`config.mk`:
```
export PLATFORM = sky130hd
export DESIGN_NAME = regfile_writeback_arbiter
export DESIGN_NICKNAME = d
export VERILOG_FILES = /design/src/rtl/regfile_writeback_arbiter_pkg.sv /design/src/rtl/wb_result_fifo.sv /design/src/rtl/regfile_writeback_arbiter.sv
export SDC_FILE = /design/constraint.sdc
export NUM_CORES = 1
export LEC_CHECK = 0
export CORE_ASPECT_RATIO = 0.75
export CORE_MARGIN = 2
export CORE_UTILIZATION = 40
export DETAILED_ROUTE_END_ITERATION = 10
export DONT_BUFFER_PORTS = 1
export HOLD_SLACK_MARGIN = 0.1
export PLACE_DENSITY = 0.57
export SLEW_MARGIN = 20
export SYNTH_ARGS = -nofsm -noshare
export SYNTH_HDL_FRONTEND = slang
export SYNTH_HIERARCHICAL = 1
export SYNTH_SLANG_ARGS = --single-unit
```
`constraint.sdc`:
```
create_clock -name iCLK -period 2.5 [get_ports iCLK]
set_clock_uncertainty 0.2 [all_clocks]
set_input_delay 0.5 -clock iCLK [delete_from_list [all_inputs] [get_ports iCLK]]
set_output_delay 0.5 -clock iCLK [all_outputs]
set_load 0.01 [all_outputs]
```
`src/rtl/regfile_writeback_arbiter_pkg.sv`:
```
// Shared constants and types for the register-file write-back arbiter.
// Holds the pending-result entry layout and the busy-mask helper.
package regfile_writeback_arbiter_pkg;

   localparam int         XLEN           = 32;
   localparam logic [4:0] REG_ZERO       = 5'd0;
   localparam int         DEF_DEPTH      = 4;
   localparam int         DEF_STARVE_MAX = 8;

   typedef struct packed {
      logic [4:0]      rd;
      logic [XLEN-1:0] data;
   } wb_entry_t;

   // One-hot mask of a destination register; x0 never appears as busy.
   function automatic logic [XLEN-1:0] rd_onehot(input logic [4:0] rd);
      logic [XLEN-1:0] m;
      m = '0;
      if (rd != REG_ZERO) m[rd] = 1'b1;
      return m;
   endfunction

endpackage

```
`src/rtl/wb_result_fifo.sv`:
```
// Small FIFO of pending long-latency results {rd,data}.
// Ports: iPush/iData enqueue, iPop dequeue, oHead = oldest entry, oCount = entries held.
module wb_result_fifo
   import regfile_writeback_arbiter_pkg::*;
#(
   parameter  int DEPTH = DEF_DEPTH,
   localparam int AW    = $clog2(DEPTH),
   localparam int CW    = AW + 1
) (
   input  logic          iCLK,
   input  logic          iRST_N,
   input  logic          iPush,
   input  wb_entry_t     iData,
   input  logic          iPop,
   output wb_entry_t     oHead,
   output logic [CW-1:0] oCount
);

   wb_entry_t     mem_q [DEPTH];
   logic [AW-1:0] wptr_q;
   logic [AW-1:0] rptr_q;
   logic [CW-1:0] cnt_q;
   logic [CW-1:0] cnt_d;

   always_comb begin
      cnt_d = cnt_q;
      unique case ({iPush, iPop})
         2'b10:   cnt_d = cnt_q + 1'b1;
         2'b01:   cnt_d = cnt_q - 1'b1;
         default: cnt_d = cnt_q;
      endcase
   end

   always_ff @(posedge iCLK) begin
      if (iPush) mem_q[wptr_q] <= iData;
   end

   // Pointers wrap naturally (DEPTH is a power of 2); fullness comes from cnt_q.
   always_ff @(posedge iCLK or negedge iRST_N) begin
      if (!iRST_N) begin
         wptr_q <= '0;
         rptr_q <= '0;
         cnt_q  <= '0;
      end else begin
         if (iPush) wptr_q <= wptr_q + 1'b1;
         if (iPop)  rptr_q <= rptr_q + 1'b1;
         cnt_q <= cnt_d;
      end
   end

   assign oHead  = mem_q[rptr_q];
   assign oCount = cnt_q;

endmodule

```
`src/rtl/regfile_writeback_arbiter.sv`:
```
// Merges primary (ALU/load) and long-latency (mul/div) results onto the
// single register-file write port; exports a busy-register scoreboard.
// Ports: iPrim* primary result, iSec*/oSecReady long result handshake,
// iIssueLong/iIssueRd mark busy, oBusy scoreboard, oStallPrimary starvation
// request, oRegWrite/oWriteRegister/oWriteData register-file port, oFifoCount.
module regfile_writeback_arbiter
   import regfile_writeback_arbiter_pkg::*;
#(
   parameter  int DEPTH      = DEF_DEPTH,
   parameter  int STARVE_MAX = DEF_STARVE_MAX,
   localparam int CW         = $clog2(DEPTH) + 1
) (
   input  logic            iCLK,
   input  logic            iRST_N,
   input  logic            iPrimWrite,
   input  logic [4:0]      iPrimRd,
   input  logic [XLEN-1:0] iPrimData,
   input  logic            iSecValid,
   input  logic [4:0]      iSecRd,
   input  logic [XLEN-1:0] iSecData,
   output logic            oSecReady,
   input  logic            iIssueLong,
   input  logic [4:0]      iIssueRd,
   output logic [XLEN-1:0] oBusy,
   output logic            oStallPrimary,
   output logic            oRegWrite,
   output logic [4:0]      oWriteRegister,
   output logic [XLEN-1:0] oWriteData,
   output logic [CW-1:0]   oFifoCount
);

   localparam int              SW         = $clog2(STARVE_MAX) + 1;
   localparam logic [CW-1:0]   FULL       = CW'(DEPTH);
   localparam logic [SW-1:0]   STARVE_LIM = SW'(STARVE_MAX - 1);

   wb_entry_t       head;
   wb_entry_t       sec_e;
   wb_entry_t       sel;
   logic [CW-1:0]   count;
   logic            empty;
   logic            deq;
   logic            sec_acc;
   logic            bypass;
   logic            push;
   logic            sel_v;
   logic            sel_sec;

   logic            wr_q,    wr_d;
   logic [4:0]      wreg_q,  wreg_d;
   logic [XLEN-1:0] wdata_q, wdata_d;
   logic [XLEN-1:0] busy_q,  busy_d;
   logic [SW-1:0]   starve_q, starve_d;
   logic            stall_q, stall_d;

   assign sec_e   = '{rd: iSecRd, data: iSecData};
   assign empty   = (count == '0);
   // The head drains on every cycle the primary port is idle.
   assign deq     = !iPrimWrite && !empty;
   assign oSecReady = (count != FULL) || deq;
   assign sec_acc = iSecValid && oSecReady;
   // Skip the FIFO when nothing else wants the port.
   assign bypass  = sec_acc && !iPrimWrite && empty;
   assign push    = sec_acc && !bypass;

   wb_result_fifo #(.DEPTH(DEPTH)) u_fifo (
      .iCLK   (iCLK),
      .iRST_N (iRST_N),
      .iPush  (push),
      .iData  (sec_e),
      .iPop   (deq),
      .oHead  (head),
      .oCount (count)
   );

   always_comb begin
      sel     = '0;
      sel_v   = 1'b0;
      sel_sec = 1'b0;
      unique case (1'b1)
         iPrimWrite: begin
            sel   = '{rd: iPrimRd, data: iPrimData};
            sel_v = 1'b1;
         end
         deq: begin
            sel     = head;
            sel_v   = 1'b1;
            sel_sec = 1'b1;
         end
         bypass: begin
            sel     = sec_e;
            sel_v   = 1'b1;
            sel_sec = 1'b1;
         end
         default: ;
      endcase
   end

   always_comb begin
      wr_d    = sel_v && (sel.rd != REG_ZERO);
      wreg_d  = sel.rd;
      wdata_d = sel.data;
      // A new issue to the same rd outranks the completing write.
      busy_d  = busy_q;
      if (sel_sec)    busy_d = busy_d & ~rd_onehot(sel.rd);
      if (iIssueLong) busy_d = busy_d | rd_onehot(iIssueRd);
      starve_d = starve_q;
      if (empty || deq)              starve_d = '0;
      else if (starve_q < STARVE_LIM) starve_d = starve_q + 1'b1;
      stall_d = (starve_q >= STARVE_LIM) && !empty && !deq;
   end

   always_ff @(posedge iCLK or negedge iRST_N) begin
      if (!iRST_N) begin
         wr_q     <= 1'b0;
         wreg_q   <= '0;
         wdata_q  <= '0;
         busy_q   <= '0;
         starve_q <= '0;
         stall_q  <= 1'b0;
      end else begin
         wr_q     <= wr_d;
         wreg_q   <= wreg_d;
         wdata_q  <= wdata_d;
         busy_q   <= busy_d;
         starve_q <= starve_d;
         stall_q  <= stall_d;
      end
   end

   assign oRegWrite      = wr_q;
   assign oWriteRegister = wreg_q;
   assign oWriteData     = wdata_q;
   assign oBusy          = busy_q;
   assign oStallPrimary  = stall_q;
   assign oFifoCount     = count;

endmodule

```
# == Word level (Yosys, flattened, before mapping) ==
# Memories as Yosys holds them, arrays and structs flattened.
# Index checks and enable logic that the tools add are counted.
# classes
order_cmp,6
n_bitwise,3
mux,18
addsub,5
multipliers,0
n_div,0
n_reduce_logical,23
n_eq_ne,3
shift,0
# ops
operator,n
$mux W32,6
$pmux W37 S3,1
$and A32 B32 Y32,1
$not A32 Y32,1
$or A32 B32 Y32,1
$lt A5 B6 Y1 const B,2
$demux W1 S5,2
$ge A5 B1 Y1 const B,2
$logic_and A1 B1 Y1,10
$reduce_bool A5 Y1,2
$mux W4,2
$mux W1,6
$pmux W3 S2,1
$add A2 B1 Y2 const B,2
$add A4 B1 Y4 const B,1
$ge A4 B3 Y1 const B,1
$logic_not A1 Y1,4
$lt A4 B3 Y1 const B,1
$reduce_bool A2 Y1,2
$add A3 B1 Y3 const B,1
$logic_not A3 Y1,1
$ne A3 B3 Y1 const B,1
$reduce_or A3 Y1,1
$sub A3 B1 Y3 const B,1
other kinds (4),5
# totals
output_inout_bits,75
input_bits,84
latchBits,0
mem_bits_rw,148
memories,1
elab_cells,68
romBits,0
ff_bits,82
# mem_list
name,depth,width,rd,rd_clocked_by_memory_dff,wr,line_no,rtl
u_fifo.mem_q,4,37,1,0,1,wb_result_fifo.sv:19,wb_entry_t mem_q [DEPTH];

# == Logic depth before layout (Yosys ltp) ==
# logic_depth
word_depth,19
depth_mapped,12
depth_no_buf,9

# == By module ==
# Netlist, hierarchy kept.
# by_module_without_submodules
module,area_each_um2,instances,seq_area_each_um2,cells_per_inst
wb_result_fifo,5718.0,1,4619.4,227
regfile_writeback_arbiter,3778.6,1,1876.8,426

# == Least setup slack after synthesis ==
# Ideal clock, no wire load.
# synth_path
path_type,input-to-reg
from,input port iPrimWrite
to,memory u_fifo/mem_q[2][0] (netlist name) (enable)
setup_time_ns,0.398
required_time_ns,1.902
arrival_time_ns,2.906
n_path_buf,3
setup_slack_ns,-1.004
cell_stages,6
path_cell_list,clkbuf_1 -> clkbuf_1 -> buf_1 -> xnor2_1 -> a21boi_0 -> and2_1
# synth_via
elab_chain_cells,10
# synth_lines
element,line_no,rtl
from (decl),regfile_writeback_arbiter.sv:15,"input logic iPrimWrite,"
$logic_not A1 Y1 (*),"regfile_writeback_arbiter.sv:58, regfile_writeback_arbiter.sv:62",
$logic_and A1 B1 Y1,regfile_writeback_arbiter.sv:58,assign deq = !iPrimWrite && !empty;
$logic_or A1 B1 Y1,regfile_writeback_arbiter.sv:59,assign oSecReady = (count != FULL) || deq;
$logic_and A1 B1 Y1,regfile_writeback_arbiter.sv:60,assign sec_acc = iSecValid && oSecReady;
$logic_and A1 B1 Y1 (2 in series),regfile_writeback_arbiter.sv:62,assign bypass = sec_acc && !iPrimWrite && empty;
$logic_not A1 Y1,regfile_writeback_arbiter.sv:63,assign push = sec_acc && !bypass;
$logic_and A1 B1 Y1 (*),regfile_writeback_arbiter.sv:63,
via push,regfile_writeback_arbiter.sv:44,logic push;
$mux W1 (*),wb_result_fifo.sv:35,if (iPush) mem_q[wptr_q] <= iData;
$mux W1 (not written as such) (*),wb_result_fifo.sv:35,
to (decl),wb_result_fifo.sv:19,
# The timed path passes the listed nets; every way through them passes the cells marked *.

==> impl_metrics.py <==
metrics = {
    "pwr": {
        "leakagePower_nw": 4.434,
        "powerDensity_nw_per_um2": 1126,
        "maximum_resistive_drop_on_vdd_v": 0.0005357,
        "total_power_mw": 13.17,
    },
    "timing": {
        "finalHoldWorstSlack_ns": 0.1128,
        "setup_violations": 0,
        "tightestPinTransition_ns": 0.7870,
        "final.period_utilization_pct": 96.13,
        "timing_max_transition_violations_final": 0,
        "layout_min_cycle_time_ns": 2.403,
        "totalNegativeSetupSlack_ns": 0,
        "hold_violations": 0,
        "worst_slew_margin_rel_pct": 46.03,
        "grt_setup_unrepaired": "false",
        "maximum_clock_frequency_ghz": 0.4161,
    },
    "drt": {
        "via_count": 6030,
        "drcViolationCount": 0,
        "viasPerCell": 5.651,
        "finalWirelength_mm": 23.94,
        "drtAntennaViolNets": 0,
        "drt_iter0_drc": 530,
        "drt_pre_antenna_iters": 6,
        "detail_route.wl_per_cell_um": 22.44,
    },
    "clock_tree": {
        "path_clk_slew_ns": 0.06,
        "cts.sinks": 230,
        "cts.repair_timing.setup_buffer_count": 0,
        "clk_root_buffer_cell": "sky130_fd_sc_hd__clkbuf_16",
        "cts_inserted_buffers": 24,
        "cts-root-to-sink-buffers": 3,
        "tritoncts": "yes",
        "worstSkewPairLatency_ns": 0.51,
        "h_tree_levels": 1,
    },
    "final_layout": {
        "finish.net_count": 840,
        "multi_input_comb_area_um2": 2750,
        "fillerInstances": 1934,
        "area_growth_syn_to_layout_pct": 23.16,
        "antenna_cells_inserted": 0,
        "ff_latch_area_um2": 6499,
        "layout.core_utilization_pct": 50.45,
        "finish.cell_count_without_fillers": 1067,
        "drive_above_1_share_pct": 16.56,
    },
    "worst_setup_path": {
        "cp.required_ns": 2.68,
        "startpoint": "u_fifo/rptr_q[0]",
        "setup.worst_path.class": "register to register",
        "critPathLaunchType": "register",
        "worst-path-max-fanout": 9,
        "data_arrival_time_at_the_worst_slack_endpoint_ns": 2.58,
        "crit_path_end_kind": "register",
        "reg2reg_from": "u_fifo/rptr_q[0]",
    },
    "floorplan": {
        "die_area_um2": 25000,
        "design.core.area_um2": 23180,
        "vertical_die_dimension_um": 137.4,
        "horizontal_extent_of_the_die_um": 181.9,
        "start_util_pct": 40.97,
        "floorplan.io_pins": 159,
        "core.rowCount": 48,
    },
    "worst_hold_path": {
        "timing.hold.worst.start": "iSecData[24]",
        "worstHoldPathType": "input port to register",
    },
    "synthesis": {
        "yosys.cell_count.top_type": "sky130_fd_sc_hd__edfxtp_1",
        "yosysTopAreaCell": "sky130_fd_sc_hd__edfxtp_1",
        "yosysTopAreaCellShare_pct": 46.80,
        "synthTopCellsByArea": "sky130_fd_sc_hd__edfxtp_1, sky130_fd_sc_hd__dfrtp_1, sky130_fd_sc_hd__mux4_2",
        "syn-num-nets": 744,
        "syn-instance-count": 653,
        "ys.warnings.count": 6,
        "asyncSetResetFlopFracSynth_pct": 35.65,
        "ys_seq_elements": 230,
        "mappedNetlistArea_um2": 9497,
        "ys_seq_area_share_pct": 68.41,
        "synth_enable_flop_cells": 148,
        "prevailing_post_synth_register_cell": "sky130_fd_sc_hd__edfxtp_1",
        "ys_types": 52,
        "most_frequent_cells_after_synthesis": "sky130_fd_sc_hd__edfxtp_1, sky130_fd_sc_hd__dfrtp_1, sky130_fd_sc_hd__o21ai_0",
        "avgSynthCellArea_um2": 14.54,
    },
    "grt": {
        "fraction_of_met3_tracks_used_by_global_routing_pct": 4.467,
        "global_route.usage.total_pct": 19.39,
        "initial_antenna_violation_count": 0,
        "largest_net_degree_at_the_start_of_global_routing": 83,
        "grt-busiest-layer": "met2",
        "first_global_vias": 6273,
        "grt_util_met1_pct": 26.75,
        "grt_first_pass_wirelength_mm": 37.02,
        "overflow": 0,
        "groute.layer.met2.usage_pct": 31.50,
    },
    "placement": {
        "post-place-cells": 941,
        "post-dp-hpwl_mm": 14.10,
        "numPortBuffers": 0,
        "place_congestion": 0.8441,
    },
    "outcome": {
        "status": "finished clean",
    },
    "job": {
        "max-cap-violations": 0,
    },
}
## per-layer routing
metal / part of all wire [%] / vias to the layer above
met5: 0 / -
met4: 2.1 / 0
met3: 8.0 / 43
met2: 47 / 270
met1: 43 / 3053
li1: - / 2664
## cells by family (layout without fill, tap and decap cells)
kind of cell,after synthesis,after routing,share of synthesized area [%]
buffers and inverters,68,182,3.201
DFF,230,230,68.41
xor gates and xnor gates,8,8,0.7377
AOI/OAI and AO/OA,148,148,8.551
adders and majority gates,7,7,1.001
muxes,44,44,9.513
and+or+nand+nor,148,148,8.591
## placed cells by master, fill, tap and decap left out, types with 3 or more instances in the layout
cell type                         n
sky130_fd_sc_hd__a21oi_1         52
sky130_fd_sc_hd__a22oi_1          3
sky130_fd_sc_hd__and2_4           4
sky130_fd_sc_hd__and3_1          33
sky130_fd_sc_hd__buf_12           7
sky130_fd_sc_hd__buf_4           21
sky130_fd_sc_hd__bufinv_16        3
sky130_fd_sc_hd__clkbuf_1         5
sky130_fd_sc_hd__clkbuf_16       25
sky130_fd_sc_hd__clkinv_2         7
sky130_fd_sc_hd__dfrtp_1         80
sky130_fd_sc_hd__dlygate4sd3_1   80
sky130_fd_sc_hd__edfxtp_1       148
sky130_fd_sc_hd__ha_1             5
sky130_fd_sc_hd__inv_1           28
sky130_fd_sc_hd__mux2i_1          7
sky130_fd_sc_hd__mux4_2          37
sky130_fd_sc_hd__nand2_1         46
sky130_fd_sc_hd__nand3_1          5
sky130_fd_sc_hd__nand3b_1         5
sky130_fd_sc_hd__nand4b_1         4
sky130_fd_sc_hd__nor2_1          21
sky130_fd_sc_hd__nor2b_1          4
sky130_fd_sc_hd__nor3_1           3
sky130_fd_sc_hd__o21ai_0         70
sky130_fd_sc_hd__o221ai_1         4
sky130_fd_sc_hd__o22ai_1          6
sky130_fd_sc_hd__or3b_2           3
sky130_fd_sc_hd__xnor2_1          3
sky130_fd_sc_hd__xor2_1           4
## through the flow
step,setup slack [ns],area [um2]
2_1_floorplan,0.004279,9548
3_3_place_gp,0.1130,10010
3_5_place_dp,0.04040,10010
4_1_cts,0.04453,11680
5_1_grt,0.006466,11700
6_report,0.09665,11700
## final cells by class
class                           instances  share of cell area [%]
Tap cell                              300                   3.209
Multi-Input combinational cell        355                   23.51
Sequential cell                       230                   55.56
Timing Repair Buffer                  110                   9.863
Clock inverter                         12                   1.209
Inverter                               28                  0.8986
Clock buffer                           32                   5.745
## worst max-delay path, stage by stage (launching register included)
cell                      delay, ns
sky130_fd_sc_hd__dfrtp_2       0.42
sky130_fd_sc_hd__buf_4         0.16
sky130_fd_sc_hd__mux4_2        0.60
sky130_fd_sc_hd__nor2_1        0.19
sky130_fd_sc_hd__mux2i_1       0.10
sky130_fd_sc_hd__o22ai_1       0.16
sky130_fd_sc_hd__or4b_1        0.44
## flip-flops by register name, summed over array words and instances, names as in the netlist, 2 cells and up
name and cells:
starve_q 4, u_fifo/oCount 3, oWriteData 32, u_fifo/rptr_q 2, u_fifo/wptr_q 2, oWriteRegister 5, u_fifo/mem_q 148, oBusy 32
## path summary, 6_finish.rpt
kind	endpoint	slack, ns	cells past startpoint
max	oRegWrite	0.1	6
min in group asynchronous	starve_q[3]	0.38	2
min reg2reg	oBusy[0]	0.24	0
min	oWriteData[24]	0.11	3
max in group asynchronous	u_fifo/rptr_q[1]	1.36	2
max reg2reg	oRegWrite	0.1	6
## repair_timing
| action | 4_1_cts | 5_1_grt |
|---|---|---|
| hold buffers | 82 | 0 |
| resized for setup | 0 | 4 |
| endpoints found under the hold margin | 303 | 0 |
| setup endpoints to repair | 0 | 9 |
## report_power, final
group	internal [mW]	total, mW	switching (mW)
clock network	2.20	3.67	1.47
registers	5.05	5.74	0.692
logic	1.72	3.76	2.04
No activity file was read; power rests on OpenSTA's default activity.
